==> src/rtl/commit_trace_buffer_pkg.sv <==
`default_nettype none
// ============================================================================
// Module      : commit_trace_buffer_pkg
// Description : Shared types for the commit trace buffer. Holds the basic
//               machine types, the per-entry commit record and the default
//               commit width.
// Ports       : none (package)
// Revision    : 1.0 - initial multi-commit trace buffer definitions
// ============================================================================
package commit_trace_buffer_pkg;

  typedef logic [31:0] addr_t;
  typedef logic [31:0] word_t;
  typedef logic [4:0]  regidx_t;
  typedef logic [3:0]  strobe_t;

  localparam regidx_t R0 = 5'd0;

  // Default number of commit lanes per cycle.
  localparam int NUM_COMMIT_DEFAULT = 2;

  // One queued trace record. wen is 0 for writes to the zero register.
  typedef struct packed {
    addr_t   pc;
    regidx_t id;
    word_t   data;
    logic    wen;
  } commit_t;

  // Expand the stored single-bit write flag onto the byte-strobe trace port.
  function automatic strobe_t wen_strobe(input logic wen);
    return {4{wen}};
  endfunction

endpackage
`default_nettype wire

==> src/rtl/commit_trace_buffer_compactor.sv <==
`default_nettype none
// ============================================================================
// Module      : commit_compactor
// Description : Packs the qualified commit lanes into consecutive slots in
//               lane order (lane 0 first) and reports how many were packed.
// Ports       : eff_valid_i - qualified per-lane strobe
//               pc_i/id_i/data_i - flattened per-lane payloads
//               slot_o      - compacted records, slot 0 is oldest
//               push_cnt_o  - number of valid slots
// Revision    : 1.0 - initial
// ============================================================================
module commit_compactor
  import commit_trace_buffer_pkg::*;
#(
  parameter  int NUM_COMMIT = NUM_COMMIT_DEFAULT,
  localparam int PCNT_W     = $clog2(NUM_COMMIT + 1)
) (
  input  logic [NUM_COMMIT-1:0]    eff_valid_i,
  input  logic [NUM_COMMIT*32-1:0] pc_i,
  input  logic [NUM_COMMIT*5-1:0]  id_i,
  input  logic [NUM_COMMIT*32-1:0] data_i,
  output commit_t [NUM_COMMIT-1:0] slot_o,
  output logic [PCNT_W-1:0]        push_cnt_o
);

  // Lane i lands in slot j when it is valid and exactly j valid lanes
  // precede it. The running count is the prefix popcount.
  always_comb begin
    int unsigned run;
    run        = 0;
    slot_o     = '0;
    push_cnt_o = '0;
    for (int i = 0; i < NUM_COMMIT; i++) begin
      for (int j = 0; j < NUM_COMMIT; j++) begin
        if (eff_valid_i[i] && (run == j)) begin
          slot_o[j].pc   = pc_i[i*32 +: 32];
          slot_o[j].id   = id_i[i*5 +: 5];
          slot_o[j].data = data_i[i*32 +: 32];
          slot_o[j].wen  = (id_i[i*5 +: 5] != R0);
        end
      end
      if (eff_valid_i[i]) begin
        run = run + 1;
      end
    end
    push_cnt_o = PCNT_W'(run);
  end

endmodule
`default_nettype wire

==> src/rtl/commit_trace_buffer.sv <==
`default_nettype none
// ============================================================================
// Module      : commit_trace_buffer
// Description : Multi-commit golden-trace buffer. Accepts up to NUM_COMMIT
//               retired instructions per cycle, queues them in program order
//               and drains one per cycle onto the debug_wb_* trace port.
// Ports       : clk, reset (sync, active high)
//               commit_valid/pc/id/data - flattened per-lane commit inputs
//               ready    - room for a full NUM_COMMIT group
//               level    - current occupancy
//               overflow - sticky, a valid commit was dropped
//               debug_wb_pc/rf_wen/rf_wnum/rf_wdata - registered trace output
// Revision    : 1.0 - initial
// ============================================================================
module commit_trace_buffer
  import commit_trace_buffer_pkg::*;
#(
  parameter  int NUM_COMMIT = NUM_COMMIT_DEFAULT,
  parameter  int DEPTH      = 8,
  parameter  bit FILTER_R0  = 1'b1,
  localparam int LEVEL_W    = $clog2(DEPTH + 1)
) (
  input  logic                     clk,
  input  logic                     reset,
  input  logic [NUM_COMMIT-1:0]    commit_valid,
  input  logic [NUM_COMMIT*32-1:0] commit_pc,
  input  logic [NUM_COMMIT*5-1:0]  commit_id,
  input  logic [NUM_COMMIT*32-1:0] commit_data,
  output logic                     ready,
  output logic [LEVEL_W-1:0]       level,
  output logic                     overflow,
  output logic [31:0]              debug_wb_pc,
  output logic [3:0]               debug_wb_rf_wen,
  output logic [4:0]               debug_wb_rf_wnum,
  output logic [31:0]              debug_wb_rf_wdata
);

  localparam int PTR_W  = $clog2(DEPTH);
  localparam int PCNT_W = $clog2(NUM_COMMIT + 1);

  // Pointers are log2(DEPTH) wide, so DEPTH must be a power of two >= 2.
  if (!((DEPTH >= 2) && ((DEPTH & (DEPTH - 1)) == 0) && (DEPTH >= NUM_COMMIT)))
  begin : g_bad_params
    $error("commit_trace_buffer: DEPTH must be a power of two >= max(2, NUM_COMMIT)");
  end

  // --------------------------------------------------------------------------
  // Lane qualification and compaction
  // --------------------------------------------------------------------------
  logic [NUM_COMMIT-1:0] eff_valid;

  for (genvar gi = 0; gi < NUM_COMMIT; gi++) begin : g_lane
    assign eff_valid[gi] = commit_valid[gi] &&
                           !(FILTER_R0 && (commit_id[gi*5 +: 5] == R0));
  end

  commit_t [NUM_COMMIT-1:0] slot;
  logic [PCNT_W-1:0]        push_cnt;

  commit_compactor #(
    .NUM_COMMIT (NUM_COMMIT)
  ) u_compactor (
    .eff_valid_i (eff_valid),
    .pc_i        (commit_pc),
    .id_i        (commit_id),
    .data_i      (commit_data),
    .slot_o      (slot),
    .push_cnt_o  (push_cnt)
  );

  // --------------------------------------------------------------------------
  // State
  // --------------------------------------------------------------------------
  commit_t            mem_q [DEPTH];
  logic [PTR_W-1:0]   head_q, head_d;
  logic [PTR_W-1:0]   tail_q, tail_d;
  logic [LEVEL_W-1:0] count_q, count_d;
  logic               overflow_q, overflow_d;
  logic [31:0]        dbg_pc_q, dbg_pc_d;
  logic [3:0]         dbg_wen_q, dbg_wen_d;
  logic [4:0]         dbg_wnum_q, dbg_wnum_d;
  logic [31:0]        dbg_wdata_q, dbg_wdata_d;

  logic ready_w, any_valid_w, push_w, drop_w, pop_w;

  // Ready looks only at the registered count; a same-cycle pop is not
  // credited, which keeps the check off the pop path.
  assign ready_w     = (LEVEL_W'(DEPTH) - count_q) >= LEVEL_W'(NUM_COMMIT);
  assign any_valid_w = |eff_valid;
  assign push_w      = ready_w && any_valid_w;
  assign drop_w      = !ready_w && any_valid_w;
  assign pop_w       = (count_q != '0);

  always_comb begin
    head_d      = head_q;
    tail_d      = tail_q;
    overflow_d  = overflow_q | drop_w;
    dbg_pc_d    = dbg_pc_q;
    dbg_wen_d   = '0;
    dbg_wnum_d  = dbg_wnum_q;
    dbg_wdata_d = dbg_wdata_q;
    count_d     = count_q + (push_w ? LEVEL_W'(push_cnt) : '0) - LEVEL_W'(pop_w);

    if (pop_w) begin
      head_d      = head_q + PTR_W'(1);
      dbg_pc_d    = mem_q[head_q].pc;
      dbg_wen_d   = wen_strobe(mem_q[head_q].wen);
      dbg_wnum_d  = mem_q[head_q].id;
      dbg_wdata_d = mem_q[head_q].data;
    end

    if (push_w) begin
      tail_d = tail_q + PTR_W'(push_cnt);
    end
  end

  always_ff @(posedge clk) begin
    if (reset) begin
      head_q      <= '0;
      tail_q      <= '0;
      count_q     <= '0;
      overflow_q  <= 1'b0;
      dbg_pc_q    <= '0;
      dbg_wen_q   <= '0;
      dbg_wnum_q  <= '0;
      dbg_wdata_q <= '0;
    end else begin
      head_q      <= head_d;
      tail_q      <= tail_d;
      count_q     <= count_d;
      overflow_q  <= overflow_d;
      dbg_pc_q    <= dbg_pc_d;
      dbg_wen_q   <= dbg_wen_d;
      dbg_wnum_q  <= dbg_wnum_d;
      dbg_wdata_q <= dbg_wdata_d;
    end
  end

  // Storage carries no reset; count gates every read of it.
  always_ff @(posedge clk) begin
    if (!reset && push_w) begin
      for (int j = 0; j < NUM_COMMIT; j++) begin
        if (PCNT_W'(j) < push_cnt) begin
          mem_q[tail_q + PTR_W'(j)] <= slot[j];
        end
      end
    end
  end

  assign ready             = ready_w;
  assign level             = count_q;
  assign overflow          = overflow_q;
  assign debug_wb_pc       = dbg_pc_q;
  assign debug_wb_rf_wen   = dbg_wen_q;
  assign debug_wb_rf_wnum  = dbg_wnum_q;
  assign debug_wb_rf_wdata = dbg_wdata_q;

  // --------------------------------------------------------------------------
  // Invariants
  // --------------------------------------------------------------------------
  a_count_bound : assert property (@(posedge clk) disable iff (reset)
                                   count_q <= LEVEL_W'(DEPTH));
  a_no_pop_empty : assert property (@(posedge clk) disable iff (reset)
                                    (count_q == '0) |-> !pop_w);
  a_level_count : assert property (@(posedge clk) disable iff (reset)
                                   level == count_q);

endmodule
`default_nettype wire

==> config.mk <==
export PLATFORM = sky130hd
export DESIGN_NAME = commit_trace_buffer
export DESIGN_NICKNAME = d
export VERILOG_FILES = /design/src/rtl/commit_trace_buffer_pkg.sv /design/src/rtl/commit_trace_buffer_compactor.sv /design/src/rtl/commit_trace_buffer.sv
export SDC_FILE = /design/constraint.sdc
export NUM_CORES = 1
export LEC_CHECK = 0
export CAP_MARGIN = 20
export CORE_UTILIZATION = 64
export DETAILED_ROUTE_END_ITERATION = 8
export PLACE_DENSITY_LB_ADDON = 0.12
export REMOVE_ABC_BUFFERS = 1
export SLEW_MARGIN = 20
export SYNTH_ARGS = -nofsm -noshare
export SYNTH_HDL_FRONTEND = slang
export SYNTH_HIERARCHICAL = 1
export SYNTH_SLANG_ARGS = --single-unit
export TNS_END_PERCENT = 20
==> constraint.sdc <==
create_clock -name clk -period 19.3 [get_ports clk]
set_input_delay 1.93 -clock clk [delete_from_list [all_inputs] [get_ports clk]]
set_output_delay 1.93 -clock clk [all_outputs]
set_load 0.01 [all_outputs]
==> results.cfg <==
[run]
drv_cap = 0

[routing]
firstDrtPassIters = 5
wl_per_cell_um = 27.7
postRouteAntennaNets = 0
top_layer = met4
met1_length_um = 31300
drt_iter0_drc = 1609
routed-wl-met3_um = 6320
drc = 0
wl_um = 78800
vias = 18900
wl_met2_um = 39200
avgViaCountPerCell = 6.65

[sta]
setup_viol = 0
worst_slack_ns = 13.06
holdWs_ns = 0.480
fin_crit_ns = 6.24
slew_headroom = 0.212
worstMarginPinSlew_ns = 1.18
fmax_mhz = 160
post-route-period-util = 0.323
drv_slew = 0
hold_viol = 0
rsz0062_at_grt = false
finalSetupTns_ns = 0
clock_skew_ns = 0.0189

[clock_tree]
cts_hold_buf = 0
postCtsSetupBuffers = 0
cts_resized = 0
clk_pin_slew_ns = 0.06
cts_num_sinks = 644
cts.root.buffer_cell = clkbuf_16
clk_path_buf_depth = 3
clk-insertion-delay-late_ns = 0.60
cts_tree = built
numCtsBuffers = 68
h-tree-depth = 3

[worst_setup_path]
crit_chain = clkdlybuf4s50_1, or4_1, o21ai_1, inv_1, ha_2, buf_4, nand2_1, nor2_1, and4_4, o21bai_4, buf_4
cp.required_ns = 19.52
reg2reg_slack_ns = 14.57
startpoint_type = input pin
critPathTopFamily = buffers and inverters
crit_arrival_ns = 6.46
crit_buf_inv = 4
max_stage_delay_ns = 0.84
endpoint_kind = register
cp_max_fo = 73
critPathMostFrequentCell = buf_4
worst-setup-path-type = input pin to register
crit_slowest_cell = buf_4

[yosys]
ys_ff_latch = 644
yosysTopAreaCellShare = 0.526
synth.largest_area_cell = edfxtp_1
synth_top_flop_cell = edfxtp_1
yosys-top-cells-count = edfxtp_1 (560), mux2_1 (359), mux2_2 (201)
yosysSeqAreaShare = 0.579
yosysUniqueCellTypes = 42
synth_edf_count = 560
async_flop_share = 0
synth.area.top_cells = edfxtp_1 (53%), mux2_1 (13%), mux4_2 (9.9%), mux2_2 (7.1%), dfxtp_1 (5.3%)
synth_area_um2 = 32000
syn_area_per_cell_um2 = 16.3
postSynthCellCount = 1958
ys_warn_count = 6
synth.most_common_cell = edfxtp_1

[die]
num_io_pins = 221
die_width_um = 226
num_rows = 81
dieHeight_um = 226
die-area_um2 = 50900
start_util = 0.650
core-area_um2 = 49200

[placement]
dp_slack_ns = 12.58
port_buffers = 220
placedCellCount = 2717
place_congestion = 0.785
hpwl_um = 41900

[global_route]
gr-total-overflow = 0
grt_max_degree = 114
grtUsageTotal = 0.318
grt_pass1_vias = 19600
antenna_found_initial = 1
grt_pass1_wl_um = 119000

[min_path]
hold_class = register to register

[power]
finalPower_uw = 4330
power_density_nw_per_um2 = 118
p_leak_uw = 0.0127
irDropWorstVdd_v = 0.000103

[finish]
drive_gt1_frac = 0.220
nNetsFinal = 2280
n_antenna_cell = 0
instances_no_fill = 2840
syn2layout_area_growth_pct = 14.9

[run_status]
outcome = complete, no violations
## worst paths after layout
kind / start / to / cells past startpoint
worst max-delay path: commit_id[5] / mem_q[2][44] / 11
worst min-delay path: head_q[1] / register / 2
worst max register to register: level[0] / mem_q[1][64] / 8
worst min register to register: head_q[1] / register / 2
## worst register-to-register path, cell delays in order, from the launching register on
cell       delay (ns)
dfxtp_1          0.40
inv_1            0.09
ha_1             0.30
nor2b_1          0.17
o2111ai_1        0.31
a21boi_2         0.84
nand2_1          0.50
o21bai_4         0.88
buf_4            0.83
## layout by cell type (no fill, tap or decap), drive strengths merged, types with 5 or more instances in the layout
| cell type | netlist | routed |
|---|---|---|
| nor2 | 85 | 85 |
| buf | 90 | 28 |
| mux2i | 71 | 71 |
| o21ai | 10 | 10 |
| nand2 | 13 | 13 |
| and2 | 69 | 69 |
| ha | 13 | 13 |
| a22o | 68 | 68 |
| clkdlybuf4s50 | 0 | 219 |
| edfxtp | 560 | 560 |
| or4 | 5 | 5 |
| mux2 | 560 | 560 |
| mux4 | 140 | 140 |
| a211oi | 71 | 71 |
| o21bai | 5 | 5 |
| clkinv | 0 | 19 |
| clkbuf | 62 | 100 |
| dfxtp | 84 | 84 |
| inv | 17 | 18 |
## state kept, by name, summed over array words and instances (netlist names), named ones only
register           flops
debug_wb_rf_wdata     32
tail_q                 3
debug_wb_rf_wnum       5
level                  4
debug_wb_pc           32
head_q                 3
debug_wb_rf_wen        1
overflow               1
mem_q                560
## cell type report
| type | instances | area (um^2) |
|---|---|---|
| Clock buffer | 100 | 1920 |
| Clock inverter | 23 | 184 |
| Fill cell | 2987 | 12400 |
| Inverter | 17 | 63.8 |
| Multi-Input combinational cell | 1145 | 12800 |
| Sequential cell | 644 | 18500 |
| Tap cell | 664 | 831 |
| Timing Repair Buffer | 247 | 2410 |
## where the power goes
part / switching (uW) / internal [uW] / leakage [uW]
Clock: 530 / 728 / 0.00102
Combinational: 641 / 603 / 0.00586
Sequential: 110 / 1720 / 0.00583
## per-stage QoR
stage          cell area (um^2)  utilization
2_1_floorplan             31200            -
3_3_place_gp              34600        0.705
3_5_place_dp              34600        0.705
4_1_cts                   36700        0.747
5_1_grt                   36700        0.747
6_report                  36700        0.747
## per-layer routing
layer,track usage,vias up
met2,0.527,889
met3,0.0591,138
li1,-,8185
met1,0.424,9682
met5,0,-
met4,0.110,0
## cells by family after synthesis
group / synth area share
AND/OR/NAND/NOR: 0.0302
adder cells (fa/ha/maj): 0.00634
flip-flops: 0.579
XOR/XNOR: 0.00164
AO/OA/AOI/OAI: 0.0400
buffers and inverters: 0.0251
multiplexers: 0.318
No activity file was read; power rests on OpenSTA's default activity.
